--- src/rtl/voice_allocator_pkg.sv ---
// Shared types and default sizes for the polyphonic voice allocator.
package voice_allocator_pkg;
   localparam int VOICE_COUNT_DEF = 8;
   localparam int AGE_WIDTH_DEF   = 8;

   typedef enum logic [1:0] {
      FREE      = 2'd0,
      HELD      = 2'd1,
      RELEASING = 2'd2
   } voice_state_t;

   typedef enum logic {
      IDLE   = 1'b0,
      DECIDE = 1'b1
   } alloc_state_t;
endpackage

--- src/rtl/voice_picker.sv ---
// Combinational voice choice: retrigger, free, oldest releasing,
// then oldest held; plus the note-off release mask.
module voice_picker
   import voice_allocator_pkg::*;
#(
   parameter int VOICE_COUNT    = VOICE_COUNT_DEF,
   parameter int NOTE_WIDTH     = 7,
   parameter int VELOCITY_WIDTH = 7,
   parameter int AGE_WIDTH      = AGE_WIDTH_DEF,
   localparam int IDX_W         = $clog2(VOICE_COUNT)
) (
   input  voice_state_t              state_i [VOICE_COUNT],
   input  logic [NOTE_WIDTH-1:0]     note_i  [VOICE_COUNT],
   input  logic [AGE_WIDTH-1:0]      age_i   [VOICE_COUNT],
   input  logic                      ev_is_on_i,
   input  logic [NOTE_WIDTH-1:0]     ev_note_i,
   input  logic [VELOCITY_WIDTH-1:0] ev_velocity_i,
   output logic [IDX_W-1:0]          target_o,
   output logic                      target_valid_o,
   output logic [VOICE_COUNT-1:0]    release_mask_o
);
   logic                 note_on_eff;
   logic                 retrig_hit, free_hit, rel_hit, held_hit;
   logic [IDX_W-1:0]     retrig_idx, free_idx, rel_idx, held_idx;
   logic [AGE_WIDTH-1:0] rel_age, held_age;

   // Scanning downward with >= keeps the lowest index on every tie.
   always_comb begin
      note_on_eff    = ev_is_on_i && (ev_velocity_i != '0);
      retrig_hit     = 1'b0;
      free_hit       = 1'b0;
      rel_hit        = 1'b0;
      held_hit       = 1'b0;
      retrig_idx     = '0;
      free_idx       = '0;
      rel_idx        = '0;
      held_idx       = '0;
      rel_age        = '0;
      held_age       = '0;
      release_mask_o = '0;
      for (int i = VOICE_COUNT - 1; i >= 0; i--) begin
         if (state_i[i] == HELD && note_i[i] == ev_note_i) begin
            retrig_hit        = 1'b1;
            retrig_idx        = IDX_W'(i);
            release_mask_o[i] = !note_on_eff;
         end
         if (state_i[i] == FREE) begin
            free_hit = 1'b1;
            free_idx = IDX_W'(i);
         end
         if (state_i[i] == RELEASING && (!rel_hit || age_i[i] >= rel_age)) begin
            rel_hit = 1'b1;
            rel_idx = IDX_W'(i);
            rel_age = age_i[i];
         end
         if (state_i[i] == HELD && (!held_hit || age_i[i] >= held_age)) begin
            held_hit = 1'b1;
            held_idx = IDX_W'(i);
            held_age = age_i[i];
         end
      end
   end

   always_comb begin
      target_valid_o = note_on_eff;
      if (retrig_hit)    target_o = retrig_idx;
      else if (free_hit) target_o = free_idx;
      else if (rel_hit)  target_o = rel_idx;
      else               target_o = held_idx;
   end
endmodule

--- src/rtl/voice_allocator.sv ---
// Polyphony front end: maps note events to voice slots and emits
// per-voice start/release pulses.
module voice_allocator
   import voice_allocator_pkg::*;
#(
   parameter int VOICE_COUNT    = VOICE_COUNT_DEF,
   parameter int NOTE_WIDTH     = 7,
   parameter int VELOCITY_WIDTH = 7,
   parameter int AGE_WIDTH      = AGE_WIDTH_DEF
) (
   input  logic                                  clock_50_000_000,
   input  logic                                  reset_l,
   input  logic                                  event_valid,
   output logic                                  event_ready,
   input  logic                                  event_is_on,
   input  logic [NOTE_WIDTH-1:0]                 event_note,
   input  logic [VELOCITY_WIDTH-1:0]             event_velocity,
   input  logic [VOICE_COUNT-1:0]                envelope_end,
   output logic [VOICE_COUNT-1:0]                voice_note_on,
   output logic [VOICE_COUNT-1:0]                voice_note_off,
   output logic [VOICE_COUNT*NOTE_WIDTH-1:0]     voice_note,
   output logic [VOICE_COUNT*VELOCITY_WIDTH-1:0] voice_velocity,
   output logic [VOICE_COUNT-1:0]                voice_active
);
   localparam int IDX_W = $clog2(VOICE_COUNT);
   localparam logic [AGE_WIDTH-1:0] AGE_MAX = '1;

   alloc_state_t              state_q, state_d;
   logic                      ev_on_q, ev_on_d;
   logic [NOTE_WIDTH-1:0]     ev_note_q, ev_note_d;
   logic [VELOCITY_WIDTH-1:0] ev_vel_q, ev_vel_d;
   voice_state_t              vstate_q [VOICE_COUNT];
   voice_state_t              vstate_d [VOICE_COUNT];
   logic [NOTE_WIDTH-1:0]     vnote_q  [VOICE_COUNT];
   logic [NOTE_WIDTH-1:0]     vnote_d  [VOICE_COUNT];
   logic [VELOCITY_WIDTH-1:0] vvel_q   [VOICE_COUNT];
   logic [VELOCITY_WIDTH-1:0] vvel_d   [VOICE_COUNT];
   logic [AGE_WIDTH-1:0]      vage_q   [VOICE_COUNT];
   logic [AGE_WIDTH-1:0]      vage_d   [VOICE_COUNT];
   logic [VOICE_COUNT-1:0]    on_q, on_d, off_q, off_d;
   logic [IDX_W-1:0]          target;
   logic                      target_valid;
   logic [VOICE_COUNT-1:0]    release_mask;

   voice_picker #(
      .VOICE_COUNT    (VOICE_COUNT),
      .NOTE_WIDTH     (NOTE_WIDTH),
      .VELOCITY_WIDTH (VELOCITY_WIDTH),
      .AGE_WIDTH      (AGE_WIDTH)
   ) u_picker (
      .state_i        (vstate_q),
      .note_i         (vnote_q),
      .age_i          (vage_q),
      .ev_is_on_i     (ev_on_q),
      .ev_note_i      (ev_note_q),
      .ev_velocity_i  (ev_vel_q),
      .target_o       (target),
      .target_valid_o (target_valid),
      .release_mask_o (release_mask)
   );

   assign event_ready = reset_l && (state_q == IDLE);

   always_comb begin
      state_d   = state_q;
      ev_on_d   = ev_on_q;
      ev_note_d = ev_note_q;
      ev_vel_d  = ev_vel_q;
      vstate_d  = vstate_q;
      vnote_d   = vnote_q;
      vvel_d    = vvel_q;
      vage_d    = vage_q;
      on_d      = '0;
      off_d     = '0;
      for (int i = 0; i < VOICE_COUNT; i++) begin
         if (vstate_q[i] == RELEASING && envelope_end[i]) begin
            vstate_d[i] = FREE;
            vage_d[i]   = '0;
         end
      end
      unique case (state_q)
         IDLE: begin
            if (event_valid) begin
               state_d   = DECIDE;
               ev_on_d   = event_is_on;
               ev_note_d = event_note;
               ev_vel_d  = event_velocity;
            end
         end
         DECIDE: begin
            state_d = IDLE;
            off_d   = release_mask;
            for (int i = 0; i < VOICE_COUNT; i++) begin
               // The chosen voice overrides a coincident envelope_end.
               if (target_valid && target == IDX_W'(i)) begin
                  vstate_d[i] = HELD;
                  vnote_d[i]  = ev_note_q;
                  vvel_d[i]   = ev_vel_q;
                  vage_d[i]   = '0;
                  on_d[i]     = 1'b1;
               end else begin
                  if (release_mask[i]) vstate_d[i] = RELEASING;
                  if (vstate_d[i] != FREE && vage_q[i] != AGE_MAX)
                     vage_d[i] = vage_q[i] + 1'b1;
               end
            end
         end
      endcase
   end

   always_ff @(posedge clock_50_000_000 or negedge reset_l) begin
      if (!reset_l) begin
         state_q   <= IDLE;
         ev_on_q   <= 1'b0;
         ev_note_q <= '0;
         ev_vel_q  <= '0;
         on_q      <= '0;
         off_q     <= '0;
         for (int i = 0; i < VOICE_COUNT; i++) begin
            vstate_q[i] <= FREE;
            vnote_q[i]  <= '0;
            vvel_q[i]   <= '0;
            vage_q[i]   <= '0;
         end
      end else begin
         state_q   <= state_d;
         ev_on_q   <= ev_on_d;
         ev_note_q <= ev_note_d;
         ev_vel_q  <= ev_vel_d;
         on_q      <= on_d;
         off_q     <= off_d;
         vstate_q  <= vstate_d;
         vnote_q   <= vnote_d;
         vvel_q    <= vvel_d;
         vage_q    <= vage_d;
      end
   end

   assign voice_note_on  = on_q;
   assign voice_note_off = off_q;

   always_comb begin
      voice_note     = '0;
      voice_velocity = '0;
      voice_active   = '0;
      for (int i = 0; i < VOICE_COUNT; i++) begin
         voice_note[i*NOTE_WIDTH +: NOTE_WIDTH]             = vnote_q[i];
         voice_velocity[i*VELOCITY_WIDTH +: VELOCITY_WIDTH] = vvel_q[i];
         voice_active[i] = (vstate_q[i] != FREE);
      end
   end
endmodule

--- config.mk ---
export PLATFORM = sky130hd
export DESIGN_NAME = voice_allocator
export DESIGN_NICKNAME = d
export VERILOG_FILES = /design/src/rtl/voice_allocator_pkg.sv /design/src/rtl/voice_picker.sv /design/src/rtl/voice_allocator.sv
export SDC_FILE = /design/constraint.sdc
export NUM_CORES = 1
export LEC_CHECK = 0
export BUFFER_PORTS_ARGS = -buffer_cell sky130_fd_sc_hd__buf_2
export CAP_MARGIN = 20
export CORE_UTILIZATION = 50
export CTS_CLUSTER_SIZE = 8
export DETAILED_ROUTE_END_ITERATION = 7
export PLACE_DENSITY = 0.7
export SLEW_MARGIN = 20
export SYNTH_ARGS = -nofsm -noshare
export SYNTH_HDL_FRONTEND = slang
export SYNTH_SLANG_ARGS = --single-unit
--- constraint.sdc ---
create_clock -name clock_50_000_000 -period 43.1 [get_ports clock_50_000_000]
set_clock_uncertainty 0.05 [all_clocks]
set_input_delay 2.155 -clock clock_50_000_000 [delete_from_list [all_inputs] [get_ports clock_50_000_000]]
set_output_delay 2.155 -clock clock_50_000_000 [all_outputs]
set_load 0.01 [all_outputs]
Word-level counts from Yosys, hierarchy flattened
Index checks and enable logic that the tools add are counted.
{"block": "word_totals", "out_inout_bits": 137, "elab_cells": 378, "inputBits": 26, "ff_bits": 224}
{"block": "op_classes", "bitwise": 1, "reduce_logical": 112, "n_eq_ne": 39, "n_lt_le_gt_ge": 14, "addsub": 8, "n_mux": 166}
{"cell": "2-to-1 mux 8 bit", "count": 40}
{"cell": ">= comparator 8 bit", "count": 14}
{"cell": "2-to-1 mux 3 bit", "count": 35}
{"cell": "2-to-1 mux 2 bit", "count": 40}
{"cell": "adder 8 x 1 -> 8 bit (second input constant)", "count": 8}
{"cell": "2-to-1 mux 64 bit", "count": 1}
{"cell": "!= test 8 bit (second input constant)", "count": 8}
{"cell": "== test 7 bit", "count": 8}
{"cell": "logical AND 1 bit", "count": 48}
{"cell": "2-to-1 mux 1 bit", "count": 48}
{"cell": "nonzero test 2 bit", "count": 16}
{"cell": "AND reduction 2 bit", "count": 9}
{"cell": "== test 2 x 1 -> 1 bit (second input constant)", "count": 8}
{"cell": "== test 2 bit (second input constant)", "count": 8}
{"cell": "logical NOT 2 bit", "count": 8}
{"cell": "2-to-1 mux 16 bit", "count": 1}
{"cell": "logical NOT 1 bit", "count": 15}
{"cell": "logical OR 1 bit", "count": 14}
{"cell": "== test 3 bit (second input constant)", "count": 4}
{"cell": "nonzero test 7 bit", "count": 1}
{"cell": "== test 3 x 2 -> 1 bit (second input constant)", "count": 2}
{"cell": "== test 3 x 1 -> 1 bit (second input constant)", "count": 1}
{"cell": "logical NOT 3 bit", "count": 1}
{"cell": "case mux 1 bit (2 select lines)", "count": 1}
{"cell": "NOT 1 bit", "count": 1}

Depth between registers and ports, before layout
Gate-level depths: netlist of the first run.
{"block": "depth", "word_depth": 42, "mapped_depth": 67, "depth_no_buf": 57}

By module
From an unflattened synthesis of the first run, not the netlist that was laid out.
{"block": "hier_totals", "hier_cells": 1727, "area_unflattened_um2": 15697.6}
{"mod": "voice_allocator", "instances": 1, "area_each_um2": 10164.7, "seq_area_each_um2": 5605.4, "cells_each": 984}
{"mod": "voice_picker", "instances": 1, "area_each_um2": 5532.8, "seq_area_each_um2": 0.0, "cells_each": 743}

Worst setup path before layout of the first run
Ideal clock, no wire load.
{"block": "synth_timing", "path_kind": "flip-flop to flip-flop", "start": "register vstate_q[0] (netlist name)", "end": "register vage_q[11] (netlist name)", "path_buffers": 8, "setup_time_ns": 0.126, "t_required_ns": 42.924, "slack_ns": 29.367, "stages_incl_launch_ff": 61, "arrival_ns": 13.557, "period_less_slack_ns": 13.733, "path_cell_list": "dfrtp_1 and2b_1 clkbuf_1 and2_1 ha_1 nand2b_1 a211oi_1 o21bai_1 a21oi_1 nand2b_1 clkbuf_1 mux2_2 ha_1 a21o_1 a2111oi_0 o21ai_1 clkbuf_1 o21ai_0 [... 25 more ...] a211oi_1 o21a_1 o22ai_2 or2_2 buf_1 o221a_2 ha_1 a21o_1 a211oi_1 o21ai_0 o2111ai_1 nand4bb_1 a221o_1 nor3_1 nand4_2 and3_1 clkbuf_1 a221o_1"}
{"element": "start, declared", "line_no": "voice_allocator.sv:32", "source": "voice_state_t vstate_q [VOICE_COUNT];"}
{"element": "start signal, assigned", "line_no": "voice_allocator.sv:132", "source": "vstate_q <= vstate_d;"}
{"element": "end signal, assigned", "line_no": "voice_allocator.sv:135", "source": "vage_q <= vage_d;"}
{"element": "end, declared", "line_no": "voice_allocator.sv:38", "source": "logic [AGE_WIDTH-1:0] vage_q [VOICE_COUNT];"}

==> impl_results.md, run 1 <==
* Status: finished, final reports clean
* Die area at 30300 µm²
* Critical path arrival at 16.53 ns
* Antenna-violating nets left at 0
* Vias/cell at 6.12
* Antenna Cells at 0
* CTS tree: built
* Mean Syn Cell Area at 10.0 µm²
* Fin. max-slew vios at 0
* Worst Path Buf+Inv at 4
* Sw power at 0.000518 W
* Worst setup SP type: flip-flop
* Reg area at 5610 µm²
* Critical path fanouts, max at 19
* First-pass GRT wire length at 69100 µm
* Routed wire length at 44100 µm
* Tcrit/Tclk final at 0.375
* Final GP Congestion at 0.974
* Max-cap violation count at 0
* DR iter-0 viols at 866
* Sw frac at 0.435
* Fmax at 61.8 MHz
* RSZ-0062 raised after global routing: false
* Cell family contributing the most delay on the critical path: compound AO/OA/AOI/OAI gates
* Post-Syn Area at 14800 µm²
* Dominant cell by count in the synthesized netlist: dfrtp_1
* Ys Warns at 0
* Die Wd at 174 µm
* Relative slew slack at 0.252
* Setup TNS at 0 ns
* PostCTS Resize Cnt at 0
* Mux cell area share after synthesis at 0.134
* Placed Area at 15900 µm²
* Multi-input gate area at 8640 µm²
* Yosys reg bits at 224
* Via count at 12.3k
* Core Util, Final at 0.584
* Wire per inst at 21.9 µm
* Dominant synthesized flop cell: dfrtp_1
* Hold Buf Count CTS at 0
* Cts bufs inserted at 34
* Most used cell, CP: ha_1
* Tightest Pin Transition at 1.11 ns
* Detailed Routing Iterations Pass 1 at 7
* Placed wire-length estimate at 32800 µm
* Comb power frac at 0.506
* # DRC at 0
* Final Hold Viols at 0
* Most frequent cells after synthesis: 224 x dfrtp_1, 163 x mux2_2, 128 x nand2_1
* Gr usage total at 0.291
* Compound-cell area share of the yosys netlist at 0.152
* Synth Net Count at 1622
* Sink Count at 224
* Initial Util at 0.511
* Via count of the first global-routing pass at 12.2k
* Port Buf Inserts at 162
* Sequential fraction of design power at 0.286
* Clock latency on the worst-skew pair at 0.53 ns
* Nature of the critical path endpoint: flip-flop
* Worst-path clk slew at 0.06 ns
* Synth area leaders: dfrtp_1 38%, mux2_2 12%, ha_1 10%
* Post-Synth Adder-Cell Area at 0.101
* Synth top area share at 0.379
* Slowest-stage cell, CP: a31oi_1
* EDFF count, synth at 0
* Main combinational cell family by area after synthesis: simple AND/OR/NAND/NOR gates
* Post-synthesis xor/xnor area fraction at 0.0349
* Final-layout fill cell count at 2454
* Cell taking the most area after synthesis: dfrtp_1
* Post-CTS Setup Bufs at 0
* Layout Area Growth over Synthesis at 14.1%
* Max VDD drop at 0.0000480 V
* I/O pin count at 163
* Grt total ovfl at 0
* Initial antenna violation count at 0
* Asr flop ratio synth at 1.00
* Max Root-Sink Buffers at 3
* Pwr/cell area at 70.5 nW/µm²
* Post-synthesis simple-gate area fraction at 0.159
* Crit Path Category: flip-flop to flip-flop
* Design area at 16900 µm²
* Largest net degree at the start of global routing at 99
* Fraction of layout cells with a size suffix above 1 at 0.255
* Core area at 28900 µm²
* Post-synthesis sequential area ratio at 0.379
* Cell Rows at 62
* Clock period minus worst slack at 16.18 ns
* Leak pwr at 8.10 nW
* Internal power at 0.000673 W
* Final setup violation count at 0
* Clock power share at 0.208
* Vert. Die Dim at 174 µm
* Distinct cells, synth at 75
* Hold WC Path Type: flip-flop to flip-flop
* Htree depth at 2
* CTS root buf: clkbuf_16
* Synth Instances at 1476
* CP peak stage delay at 0.81 ns
* Layout Nets at 1770
* Worst Path Required at 43.45 ns
-- placed cells by master (no fill, tap or decap), types with 5 or more instances in the layout --
cell       count
and3_1        18
a211o_1       13
o21ai_0       42
nor3_1        38
a221o_1       20
a21o_1        36
nor2b_1       33
clkbuf_16     34
nor2_1        72
mux2_2       163
a211oi_1      12
a311oi_1       8
o21a_1        11
ha_1         120
o221a_2        8
nand2_1      128
nand3_1       51
xnor2_1       27
a31oi_1       17
o31ai_1       14
and2b_1        5
o211ai_1      12
nand2b_1      26
buf_2        161
a21oi_1       53
xor2_1        32
nand4_1       20
mux2i_1       15
o22ai_1        5
a22o_1        12
dfrtp_1      224
inv_1         69
nor4_1        10
and2_1        16
buf_4         13
o221ai_1       8
-- path summary, 6_finish.rpt --
check                                           to          startpoint  slack, ns  depth (start not counted)
worst min-delay path            voice_velocity[50]  voice_velocity[50]       0.45                          1
worst max-delay path                    vage_q[13]         vstate_q[0]      26.92                         57
max in group asynchronous       voice_velocity[17]             reset_l      39.95                          2
worst max register to register          vage_q[13]         vstate_q[0]      26.92                         57
worst min register to register  voice_velocity[50]  voice_velocity[50]       0.45                          1
min in group asynchronous               vage_q[38]             reset_l       1.63                          1
-- through the flow --
stage	instances	hold WS (ns)	power, W	setup slack [ns]
detailed placement	1970	0.440	0.000934	27.09
global placement	1970	0.433	0.000922	27.17
floorplan	1476	0.454	0.000748	29.37
finish	2013	0.451	0.00119	26.92
CTS	2011	0.450	0.00119	27.09
global route	2013	0.457	0.00126	25.92
-- metal layers --
layer	vias to the layer above	global-route usage	wire length, µm
met3	77	0.0536	3300
met1	6081	0.393	19400
met4	0	0.0881	1100
li1	5710	-	-
met5	-	0	0
met2	460	0.474	20200
-- cell families after synthesis --
logic type      Yosys count
flops                   224
simple gates            453
fa+ha+maj               120
xor+xnor                 59
mux                     178
compound gates          308
buf+inv                 134
-- sequential cells by signal, indices dropped and copies added, names as in the netlist --
signal	flops
ev_note_q	7
ev_on_q	1
ev_vel_q	7
state_q	1
vage_q	64
voice_note	56
voice_note_off	8
voice_note_on	8
voice_velocity	56
vstate_q	16
-- power by group through the flow --
stage               Clock, W  Sequential, W  Combinational [W]
floorplan                  0       0.000335           0.000412
global placement           0       0.000339           0.000583
detailed placement         0       0.000342           0.000592
CTS                 0.000252       0.000339           0.000595
global route        0.000260       0.000348           0.000655
finish              0.000248       0.000341           0.000603
-- cell type report --
type                       count  share of cell area
clock buffer                  37              0.0516
clock inverter                 4             0.00526
inverter                      69              0.0153
multi-input combinational   1118               0.512
sequential                   224               0.332
tap                          384              0.0285
timing repair buffer         177              0.0555
-- worst reg2reg max path: cells and delay by family, from the launching register on --
family          cells  cell delay (ns)
mux                 2             0.77
flops               1             0.42
buf+inv             4             0.72
fa+ha+maj           7             1.90
simple gates       12             3.60
compound gates     32             8.62
No activity file was read; power rests on OpenSTA's default activity.
==> run 2, diff against run 1 <==
Clock period 43.1 ns to 16.64 ns, I/O delays scaled along.
==> impl_results.md, run 2 (synthesis results as in run 1) <==
* Fraction of layout cells with a size suffix above 1 at 0.258
* Vert. Die Dim at 174 µm
* Setup TNS at 0 ns
* Placed wire-length estimate at 32700 µm
* Antenna Cells at 0
* Worst-path clk slew at 0.05 ns
* Relative slew slack at 0.264
* Grt total ovfl at 0
* Comb power frac at 0.508
* Gr usage total at 0.288
* Register bank with the most flops: vage_q
* Final-layout fill cell count at 2440
* Initial Util at 0.511
* Most frequent cells in the layout: 224 x dfrtp_1, 163 x mux2_2, 161 x buf_2, 128 x nand2_1, 120 x ha_1
* Crit Path Category: flip-flop to flip-flop
* Post-CTS Setup Bufs at 0
* Layout Nets at 1776
* Pwr/cell area at 181 nW/µm²
* Detailed Routing Iterations Pass 1 at 5
* Tightest Pin Transition at 1.10 ns
* Largest net degree at the start of global routing at 80
* Sw frac at 0.435
* First-pass GRT wire length at 68800 µm
* Initial antenna violation count at 0
* Leak pwr at 8.12 nW
* Max-cap violation count at 0
* Via count of the first global-routing pass at 12.1k
* Final Hold Viols at 0
* Port Buf Inserts at 162
* Most used cell, CP: ha_1
* Cts bufs inserted at 34
* Fmax at 64.4 MHz
* Critical path arrival at 15.87 ns
* Slowest-stage cell, CP: nor4_4
* Clock power share at 0.204
* Hold WC Path Type: input port to async pin
* Fin. max-slew vios at 0
* Critical path origin: vstate_q[0]
* # DRC at 0
* Worst Path Required at 16.99 ns
* Vias/cell at 6.12
* Cell Rows at 62
* R2R Setup Slk at 1.12 ns
* Hold Buf Count CTS at 0
* R2R Path Start: vstate_q[0]
* Routed wire length at 43600 µm
* Max reg flops at 64
* Critical path fanouts, max at 19
* Sink Count at 224
* RSZ-0062 raised after global routing: false
* Max Root-Sink Buffers at 3
* Wire per inst at 21.6 µm
* Sequential fraction of design power at 0.288
* Tcrit/Tclk final at 0.933
* CTS tree: built
* Clock latency on the worst-skew pair at 0.53 ns
* Clock period minus worst slack at 15.52 ns
* Via count at 12.4k
* Total power at 0.00306 W
* Layout Area Growth over Synthesis at 14.5%
* Max VDD drop at 0.000124 V
* PostCTS Resize Cnt at 0
* Most common cell after layout, fill and taps aside: dfrtp_1
* CP peak stage delay at 0.77 ns
* Internal power at 0.00173 W
* Core area at 28900 µm²
* Die Wd at 174 µm
* Htree depth at 2
* Sw power at 0.00133 W
* Worst setup SP type: flip-flop
* Final GP Congestion at 0.984
* Status: finished, final reports clean
* Die area at 30300 µm²
* I/O pin count at 163
* Antenna-violating nets left at 0
* DR iter-0 viols at 764
* Final setup violation count at 0
* CTS root buf: clkbuf_16
* Nature of the critical path endpoint: flip-flop
## run 2: cell types whose count changed in the layout (fill, tap and decap cells not counted)
cell	previous run	this run
clkbuf_4	1	0
a31oi_1	17	16
buf_6	1	0
buf_4	13	20
bufinv_16	1	0
clkbuf_1	2	3
clkinv_2	0	1
a31oi_2	2	3
buf_16	0	1
## run 2: cell type report
cell class	count	area, µm²	area share
inverter	69	259	0.0153
timing repair buffer	183	998	0.0590
clock inverter	4	63.8	0.00377
clock buffer	38	876	0.0517
multi-input combinational	1118	8650	0.511
sequential	224	5610	0.331
tap	384	480	0.0284
## run 2: through the flow
stage	instances	hold WS, ns	cell area (µm²)	util	setup WS, ns
floorplan	1476	0.454	14800	-	2.91
global placement	1977	0.434	16000	0.551	1.16
detailed placement	1977	0.438	16000	0.551	0.990
CTS	2019	0.282	16900	0.584	0.953
global route	2020	0.302	16900	0.585	0.0472
finish	2020	0.260	16900	0.585	1.12
## run 2: routing by layer
layer / up-vias / track usage / share of wire / routed length (µm)
met5: - / 0 / 0 / 0
met4: 0 / 0.102 / 0.028 / 1220
met3: 87 / 0.0654 / 0.084 / 3660
met2: 487 / 0.454 / 0.45 / 19700
met1: 6047 / 0.388 / 0.44 / 19000
li1: 5736 / - / - / -
## run 2: power groups by stage
stage / registers [W] / clock network, W / logic (W)
floorplan: 0.000868 / 0 / 0.00107
global placement: 0.000877 / 0 / 0.00150
detailed placement: 0.000884 / 0 / 0.00153
CTS: 0.000878 / 0.000635 / 0.00154
global route: 0.000904 / 0.000659 / 0.00170
finish: 0.000882 / 0.000623 / 0.00155
## run 2: path summary, 6_finish.rpt
check,to,cells after the start
max reg2reg,voice_note[49],55
max,voice_note[49],55
min in group clock_50_000_000,voice_velocity[1],1
max in group asynchronous,ev_note_q[6],4
min reg2reg,voice_velocity[1],1
min,vage_q[11],1
## run 2: worst max-delay path, delay by kind of cell (launching register included)
kind                       cells  cell delay (ns)
and+or+nand+nor               11             3.40
muxes                          3             1.11
AOI/OAI and AO/OA             29             7.41
DFF                            1             0.42
buffers and inverters          5             0.99
adders and majority gates      7             1.98
